File: src/rtl/fpna_pkg.sv
// fpna_pkg: shared definitions for the field-programmable LIF neuron array.
//   - default widths for the array and its neurons
//   - configuration slice / chain length helpers
//   - leak code enumeration
//   - signed saturation helper used by every neuron
package fpna_pkg;

  localparam int N_IN_DEF     = 10;
  localparam int N_OUT_DEF    = 10;
  localparam int W_BITS_DEF   = 3;
  localparam int POT_BITS_DEF = 6;

  // Wide working width for the saturation helper; must exceed any accumulator width.
  localparam int SAT_W = 32;

  // Leak code: how strongly the potential decays toward zero each cycle.
  typedef enum logic [1:0] {
    LEAK_NONE = 2'd0,
    LEAK_SLOW = 2'd1,
    LEAK_MED  = 2'd2,
    LEAK_FAST = 2'd3
  } leak_e;

  // Configuration bits held for one neuron: weights, threshold, 2-bit leak code.
  function automatic int slice_bits(input int n_in, input int w_bits, input int thr_bits);
    return n_in * w_bits + thr_bits + 2;
  endfunction

  // Total configuration chain length for the array.
  function automatic int cfg_bits(input int n_out, input int slice);
    return n_out * slice;
  endfunction

  // Clamp a signed value into the signed pot_bits range.
  function automatic logic signed [SAT_W-1:0] saturate(input logic signed [SAT_W-1:0] v,
                                                       input int pot_bits);
    logic signed [SAT_W-1:0] hi;
    logic signed [SAT_W-1:0] lo;
    hi = (32'sd1 <<< (pot_bits - 1)) - 32'sd1;
    lo = -(32'sd1 <<< (pot_bits - 1));
    if (v > hi) begin
      return hi;
    end else if (v < lo) begin
      return lo;
    end else begin
      return v;
    end
  endfunction

endpackage

File: src/rtl/fpna_lif_array_neuron.sv
// fpna_lif_neuron: one leaky integrate-and-fire neuron.
// Ports:
//   clk, rst_n     clock and synchronous active-low full reset
//   reset_nn       synchronous active-low potential/spike clear
//   run            high when the array is configured and not shifting
//   cfg            this neuron's configuration slice (weights, thr, leak; LSB first)
//   in_spk         input spike vector
//   spk            registered output spike
module fpna_lif_neuron
  import fpna_pkg::*;
#(
  parameter int N_IN     = N_IN_DEF,
  parameter int W_BITS   = W_BITS_DEF,
  parameter int POT_BITS = POT_BITS_DEF,
  parameter int THR_BITS = POT_BITS - 1,
  localparam int SLICE   = slice_bits(N_IN, W_BITS, THR_BITS)
) (
  input  logic             clk,
  input  logic             rst_n,
  input  logic             reset_nn,
  input  logic             run,
  input  logic [SLICE-1:0] cfg,
  input  logic [N_IN-1:0]  in_spk,
  output logic             spk
);

  // Wide enough that pot - decay + (N_IN weights) can never overflow before clamping.
  localparam int ACC_BITS = POT_BITS + $clog2(N_IN) + W_BITS;
  localparam int THR_OFS  = N_IN * W_BITS;
  localparam int LEAK_OFS = THR_OFS + THR_BITS;

  logic signed [POT_BITS-1:0] pot_q, pot_d;
  logic                       spk_q, spk_d;

  logic signed [W_BITS-1:0]   w_s;
  logic signed [ACC_BITS-1:0] sum_s;
  logic signed [ACC_BITS-1:0] pot_ext_s;
  logic signed [ACC_BITS-1:0] decay_s;
  logic signed [ACC_BITS-1:0] raw_s;
  logic signed [SAT_W-1:0]    sat_s;
  logic signed [SAT_W-1:0]    thr_ext_s;
  logic [THR_BITS-1:0]        thr_s;
  leak_e                      leak_s;
  logic                       fire_s;

  // Datapath: weighted input sum, leak, saturation and fire decision.
  always_comb begin
    w_s       = '0;
    sum_s     = '0;
    thr_s     = cfg[THR_OFS +: THR_BITS];
    leak_s    = leak_e'(cfg[LEAK_OFS +: 2]);
    pot_ext_s = {{(ACC_BITS-POT_BITS){pot_q[POT_BITS-1]}}, pot_q};

    for (int i = 0; i < N_IN; i++) begin
      w_s = cfg[i*W_BITS +: W_BITS];
      if (in_spk[i]) begin
        sum_s = sum_s + {{(ACC_BITS-W_BITS){w_s[W_BITS-1]}}, w_s};
      end else begin
        sum_s = sum_s;
      end
    end

    // Stronger leak codes shift by less, so a larger fraction of pot is removed.
    case (leak_s)
      LEAK_NONE: decay_s = '0;
      LEAK_SLOW: decay_s = pot_ext_s >>> 3'd3;
      LEAK_MED:  decay_s = pot_ext_s >>> 3'd2;
      LEAK_FAST: decay_s = pot_ext_s >>> 3'd1;
      default:   decay_s = '0;
    endcase

    raw_s     = pot_ext_s - decay_s + sum_s;
    sat_s     = saturate({{(SAT_W-ACC_BITS){raw_s[ACC_BITS-1]}}, raw_s}, POT_BITS);
    thr_ext_s = {{(SAT_W-THR_BITS){1'b0}}, thr_s};
    // A zero threshold disables firing; the neuron keeps integrating.
    fire_s    = (thr_s != '0) && (sat_s >= thr_ext_s);
  end

  // Next-state selection: clear has priority over compute; frozen otherwise.
  always_comb begin
    pot_d = pot_q;
    spk_d = 1'b0;
    if (!reset_nn) begin
      pot_d = '0;
      spk_d = 1'b0;
    end else if (run) begin
      if (fire_s) begin
        pot_d = '0;
        spk_d = 1'b1;
      end else begin
        pot_d = sat_s[POT_BITS-1:0];
        spk_d = 1'b0;
      end
    end else begin
      pot_d = pot_q;
      spk_d = 1'b0;
    end
  end

  // Potential and spike registers.
  always_ff @(posedge clk) begin
    if (!rst_n) begin
      pot_q <= '0;
      spk_q <= 1'b0;
    end else begin
      pot_q <= pot_d;
      spk_q <= spk_d;
    end
  end

  assign spk = spk_q;

endmodule

File: src/rtl/fpna_lif_array.sv
// fpna_lif_array: N_OUT LIF neurons fully connected to N_IN spike inputs,
// configured through one serial shift chain.
// Ports:
//   clk, rst_n   clock and synchronous active-low full reset
//   config_en    high: shift configuration chain, neurons frozen
//   bs_in        serial configuration input (enters at the chain MSB)
//   bs_out       registered chain tail for daisy-chaining / readback
//   reset_nn     synchronous active-low neuron state clear (configuration kept)
//   in_spk       input spikes, sampled every clock
//   out_spk      registered output spikes, one per neuron
//   cfg_valid    high once exactly a full chain has been loaded
module fpna_lif_array
  import fpna_pkg::*;
#(
  parameter int N_IN     = N_IN_DEF,
  parameter int N_OUT    = N_OUT_DEF,
  parameter int W_BITS   = W_BITS_DEF,
  parameter int POT_BITS = POT_BITS_DEF,
  parameter int THR_BITS = POT_BITS - 1
) (
  input  logic             clk,
  input  logic             rst_n,
  input  logic             config_en,
  input  logic             bs_in,
  output logic             bs_out,
  input  logic             reset_nn,
  input  logic [N_IN-1:0]  in_spk,
  output logic [N_OUT-1:0] out_spk,
  output logic             cfg_valid
);

  localparam int SLICE    = slice_bits(N_IN, W_BITS, THR_BITS);
  localparam int CFG_LEN  = cfg_bits(N_OUT, SLICE);
  localparam int CNT_BITS = $clog2(CFG_LEN + 1);
  localparam logic [CNT_BITS-1:0] CNT_MAX = CNT_BITS'(CFG_LEN);

  logic [CFG_LEN-1:0]  chain_q, chain_d;
  logic                bs_out_q, bs_out_d;
  logic                cfg_valid_q, cfg_valid_d;
  logic [CNT_BITS-1:0] cnt_q, cnt_d;
  logic                cfg_en_prev_q, cfg_en_prev_d;
  logic                run_s;

  // Chain shift, bit counting and configuration-complete decision.
  always_comb begin
    chain_d       = chain_q;
    bs_out_d      = bs_out_q;
    cnt_d         = cnt_q;
    cfg_valid_d   = cfg_valid_q;
    cfg_en_prev_d = config_en;
    if (config_en) begin
      chain_d  = {bs_in, chain_q[CFG_LEN-1:1]};
      bs_out_d = chain_q[0];
      if (!cfg_en_prev_q) begin
        // First shift cycle of a new load: this cycle's bit is bit number one.
        cnt_d       = CNT_BITS'(1);
        cfg_valid_d = 1'b0;
      end else if (cnt_q != CNT_MAX) begin
        cnt_d = cnt_q + CNT_BITS'(1);
      end else begin
        // Saturate: extra bits push older ones out, the newest CFG_LEN win.
        cnt_d = cnt_q;
      end
    end else begin
      if (cfg_en_prev_q) begin
        cfg_valid_d = (cnt_q == CNT_MAX);
      end else begin
        cfg_valid_d = cfg_valid_q;
      end
    end
  end

  // Configuration state registers.
  always_ff @(posedge clk) begin
    if (!rst_n) begin
      chain_q       <= '0;
      bs_out_q      <= 1'b0;
      cfg_valid_q   <= 1'b0;
      cnt_q         <= '0;
      cfg_en_prev_q <= 1'b0;
    end else begin
      chain_q       <= chain_d;
      bs_out_q      <= bs_out_d;
      cfg_valid_q   <= cfg_valid_d;
      cnt_q         <= cnt_d;
      cfg_en_prev_q <= cfg_en_prev_d;
    end
  end

  assign run_s     = cfg_valid_q & ~config_en;
  assign bs_out    = bs_out_q;
  assign cfg_valid = cfg_valid_q;

  for (genvar j = 0; j < N_OUT; j++) begin : g_neuron
    fpna_lif_neuron #(
      .N_IN     (N_IN),
      .W_BITS   (W_BITS),
      .POT_BITS (POT_BITS),
      .THR_BITS (THR_BITS)
    ) u_neuron (
      .clk      (clk),
      .rst_n    (rst_n),
      .reset_nn (reset_nn),
      .run      (run_s),
      .cfg      (chain_q[j*SLICE +: SLICE]),
      .in_spk   (in_spk),
      .spk      (out_spk[j])
    );
  end

endmodule

File: config.mk
export PLATFORM = sky130hd
export DESIGN_NAME = fpna_lif_array
export DESIGN_NICKNAME = d
export VERILOG_FILES = /design/src/rtl/fpna_pkg.sv /design/src/rtl/fpna_lif_array_neuron.sv /design/src/rtl/fpna_lif_array.sv
export SDC_FILE = /design/constraint.sdc
export NUM_CORES = 2
export LEC_CHECK = 0
export BUFFER_PORTS_ARGS = -buffer_cell sky130_fd_sc_hd__clkbuf_2
export CAP_MARGIN = 20
export CORE_ASPECT_RATIO = 1.4
export CORE_MARGIN = 1
export CORE_UTILIZATION = 65
export DETAILED_ROUTE_END_ITERATION = 6
export HOLD_SLACK_MARGIN = 0.08
export PLACE_DENSITY = 0.87
export SETUP_SLACK_MARGIN = 0.3
export SLEW_MARGIN = 20
export SYNTH_ARGS = -nofsm -noshare
export SYNTH_HDL_FRONTEND = slang
export SYNTH_SLANG_ARGS = --single-unit
File: constraint.sdc
create_clock -name clk -period 31 [get_ports clk]
set_clock_uncertainty 0.05 [all_clocks]
set_input_delay 4.65 -clock clk [delete_from_list [all_inputs] [get_ports clk]]
set_output_delay 4.65 -clock clk [all_outputs]
set_load 0.03 [all_outputs]
==> flow_metrics.tcl <==
set metrics [dict create \
    design_area_mm2 0.0849 \
    grt_overflow_total 0 \
    crit_fanout 34 \
    max_freq_ghz 0.0472 \
    violations "DRC" \
    leakage_nw 39.9 \
    critPathCaptureType "register" \
    whs_path_depth 2 \
    final_antenna_net_count 0 \
    whs_ns 0.409 \
    dp_hpwl_mm 159 \
    cts_buffer_depth 3 \
    yosysWarnings 0 \
    synth_edf_count 0 \
    htree_levels 2 \
    io_buffer_count 26 \
    fin_crit_ns 21.18 \
    worst-r2r-cell-count 72 \
    core-area_mm2 0.124 \
    async_flop_share 0 \
    area_growth_syn_to_layout_pct 4.17 \
    postLayoutCoreUtil 0.683 \
    hp-class "register to register" \
    grt_max_degree 231 \
    cts_setup_buffers 0 \
    multi_input_comb_area_mm2 0.0683 \
    ys_seq_area_frac 0.111 \
    cts_tree "built" \
    fin_crit_sh 0.683 \
    p_total_mw 2.41 \
    syn_area_mm2 0.0815 \
    n_fill_cell 9734 \
    wl_mm 208 \
    track_usage 0.320 \
    drive_above_1_share 0.0696 \
    cts-buffers-inserted 56 \
    cts.repair.resized 0 \
    die_h_um 421 \
    slew_viol_final 0 \
    crit_slowest_cell "a2111oi_0" \
    synth_top_cell_area_share 0.183 \
    synth_top_cells_by_area "ha_1, dfxtp_1, xnor2_1" \
    cts_hold_buf 0 \
    ff_latch_area_mm2 0.00905 \
    grt_pass1_vias 74460 \
    clk_latency_ns 0.71 \
    fp.dieArea_mm2 0.127 \
    final_net_count 11430 \
    syn_inst 10173 \
    synth_ff_type "dfxtp_1" \
    finalSetupViolations 0 \
    critical_path.most_common_cell "ha_1" \
    yosys.area.top_type "ha_1" \
    yosysUniqueCellTypes 110 \
    rsz0062_at_grt "no" \
    dpl_cell_area_mm2 0.0828 \
    cellPowerDensity_mw_per_mm2 28.4 \
    io_pins 27 \
    outcome "complete, but fails checks" \
    vias 73515 \
    max_stage_delay_ns 0.60 \
    hold_violations 0 \
    cp.required_ns 31.58 \
    root_buffer "clkbuf_16" \
    grt_pass1_wl_mm 345 \
    first_pass_iters 7 \
    clock_sinks 452 \
    tns_ns 0 \
    row_count 153 \
    critPathArrivalTime_ns 21.77 \
    syn_avg_cell_area_um2 8.01 \
    synth-seq-cells 452 \
    routed_via_density 6.31 \
    startpoint_type "input port" \
    cap_violations 0 \
    die_x_um 301 \
    clk_pin_slew_worst_paths_ns 0.06 \
    antenna_found_initial 6 \
    maxSlewHeadroom 0.230 \
    wire_per_inst_um 17.8 \
    globalplace.congestion 0.926 \
    syn-num-nets 11631 \
    drc 13 \
    peakVddDrop_mv 0.0489 \
    crit_type "input port to register" \
    start_util 0.656 \
    drt-initial-drc-count 4159 \
    worst_pin_slew_ns 1.15 \
]
## cell families after synthesis
| family | Yosys count | share of synthesized area |
|---|---|---|
| simple gates | 2544 | 0.153 |
| compound gates | 2923 | 0.231 |
| fa+ha+maj | 1443 | 0.245 |
| xor+xnor | 864 | 0.0963 |
| mux | 873 | 0.113 |
| flops | 452 | 0.111 |
| buf+inv | 1074 | 0.0506 |
## Yosys cell counts, types with 224 or more instances
cell type and n:
mux2i_1 488, fa_1 250, nor2b_1 513, a21o_1 313
clkbuf_1 224, inv_1 729, a21oi_1 886, o21ai_0 545
xnor2_1 629, mux2_2 379, nor2_1 684, dfxtp_1 452
ha_1 1193, nand2_1 653
## cell type report
type,instances,area share
Clock buffer,61,0.0172
Tap cell,1627,0.0240
Inverter,734,0.0325
Timing Repair Buffer,81,0.00730
Multi-Input combinational cell,8647,0.805
Antenna cell,1,0.0000295
Clock inverter,45,0.00712
Sequential cell,452,0.107
## worst max-delay path, delay by kind of cell
family	cells	cell delay [ns]
compound gates	27	6.23
simple gates	13	1.91
buf+inv	6	0.85
mux	4	1.19
xor+xnor	10	2.07
fa+ha+maj	14	4.80
## metal layers
layer | vias up | wire length [um] | global-route usage
met1 | 35095 | 81700 | 0.356
met5 | - | 11 | 0
li1 | 35938 | - | -
met2 | 1859 | 105000 | 0.589
met4 | 2 | 10300 | 0.159
met3 | 621 | 10700 | 0.0385
## flip-flops by register name, indices dropped and copies added, names as in the netlist
signal / cells
chain_q: 370
cfg_en_prev_q: 1
bs_out: 1
g_neuron.u_neuron.spk: 10
g_neuron.u_neuron.pot_q: 60
cnt_q: 9
cfg_valid: 1
## through the flow
step	std cells	setup slack [ns]
2_1_floorplan	10173	11.42
3_3_place_gp	11540	9.68
3_5_place_dp	11540	9.37
4_1_cts	11646	9.94
5_1_grt	11647	8.73
6_report	11648	9.82
## report_power, final
| part | internal [mW] | total, mW | switching [mW] |
|---|---|---|---|
| logic | 0.463 | 1.07 | 0.606 |
| registers | 0.581 | 0.582 | 0.000673 |
| clock network | 0.444 | 0.762 | 0.318 |
## path summary, 6_finish.rpt
| path | start | end | slack [ns] |
|---|---|---|---|
| setup / recovery | in_spk[0] | g_neuron[3].u_neuron.pot_q[3] | 9.82 |
| hold / removal | g_neuron[5].u_neuron.pot_q[0] | g_neuron[5].u_neuron.pot_q[0] | 0.41 |
| setup reg to reg | chain_q[113] | g_neuron[3].u_neuron.pot_q[3] | 14.06 |
| hold reg to reg | g_neuron[5].u_neuron.pot_q[0] | g_neuron[5].u_neuron.pot_q[0] | 0.41 |
## cells in the final DEF (no fill, tap or decap), drive strengths merged, types with 108 or more instances in the layout
| cell type | netlist | final |
|---|---|---|
| xnor2 | 629 | 629 |
| nor3 | 111 | 111 |
| o21a | 214 | 214 |
| ha | 1193 | 1193 |
| inv | 733 | 741 |
| mux2 | 385 | 385 |
| fa | 250 | 250 |
| o21ai | 592 | 592 |
| nand2 | 654 | 654 |
| nand2b | 155 | 155 |
| a21o | 313 | 313 |
| nor2b | 514 | 514 |
| xor2 | 215 | 215 |
| nor2 | 684 | 684 |
| dfxtp | 452 | 452 |
| o21bai | 193 | 193 |
| a211oi | 108 | 108 |
| mux2i | 488 | 488 |
| a21oi | 889 | 889 |
Power figures use the tool's default switching activity.
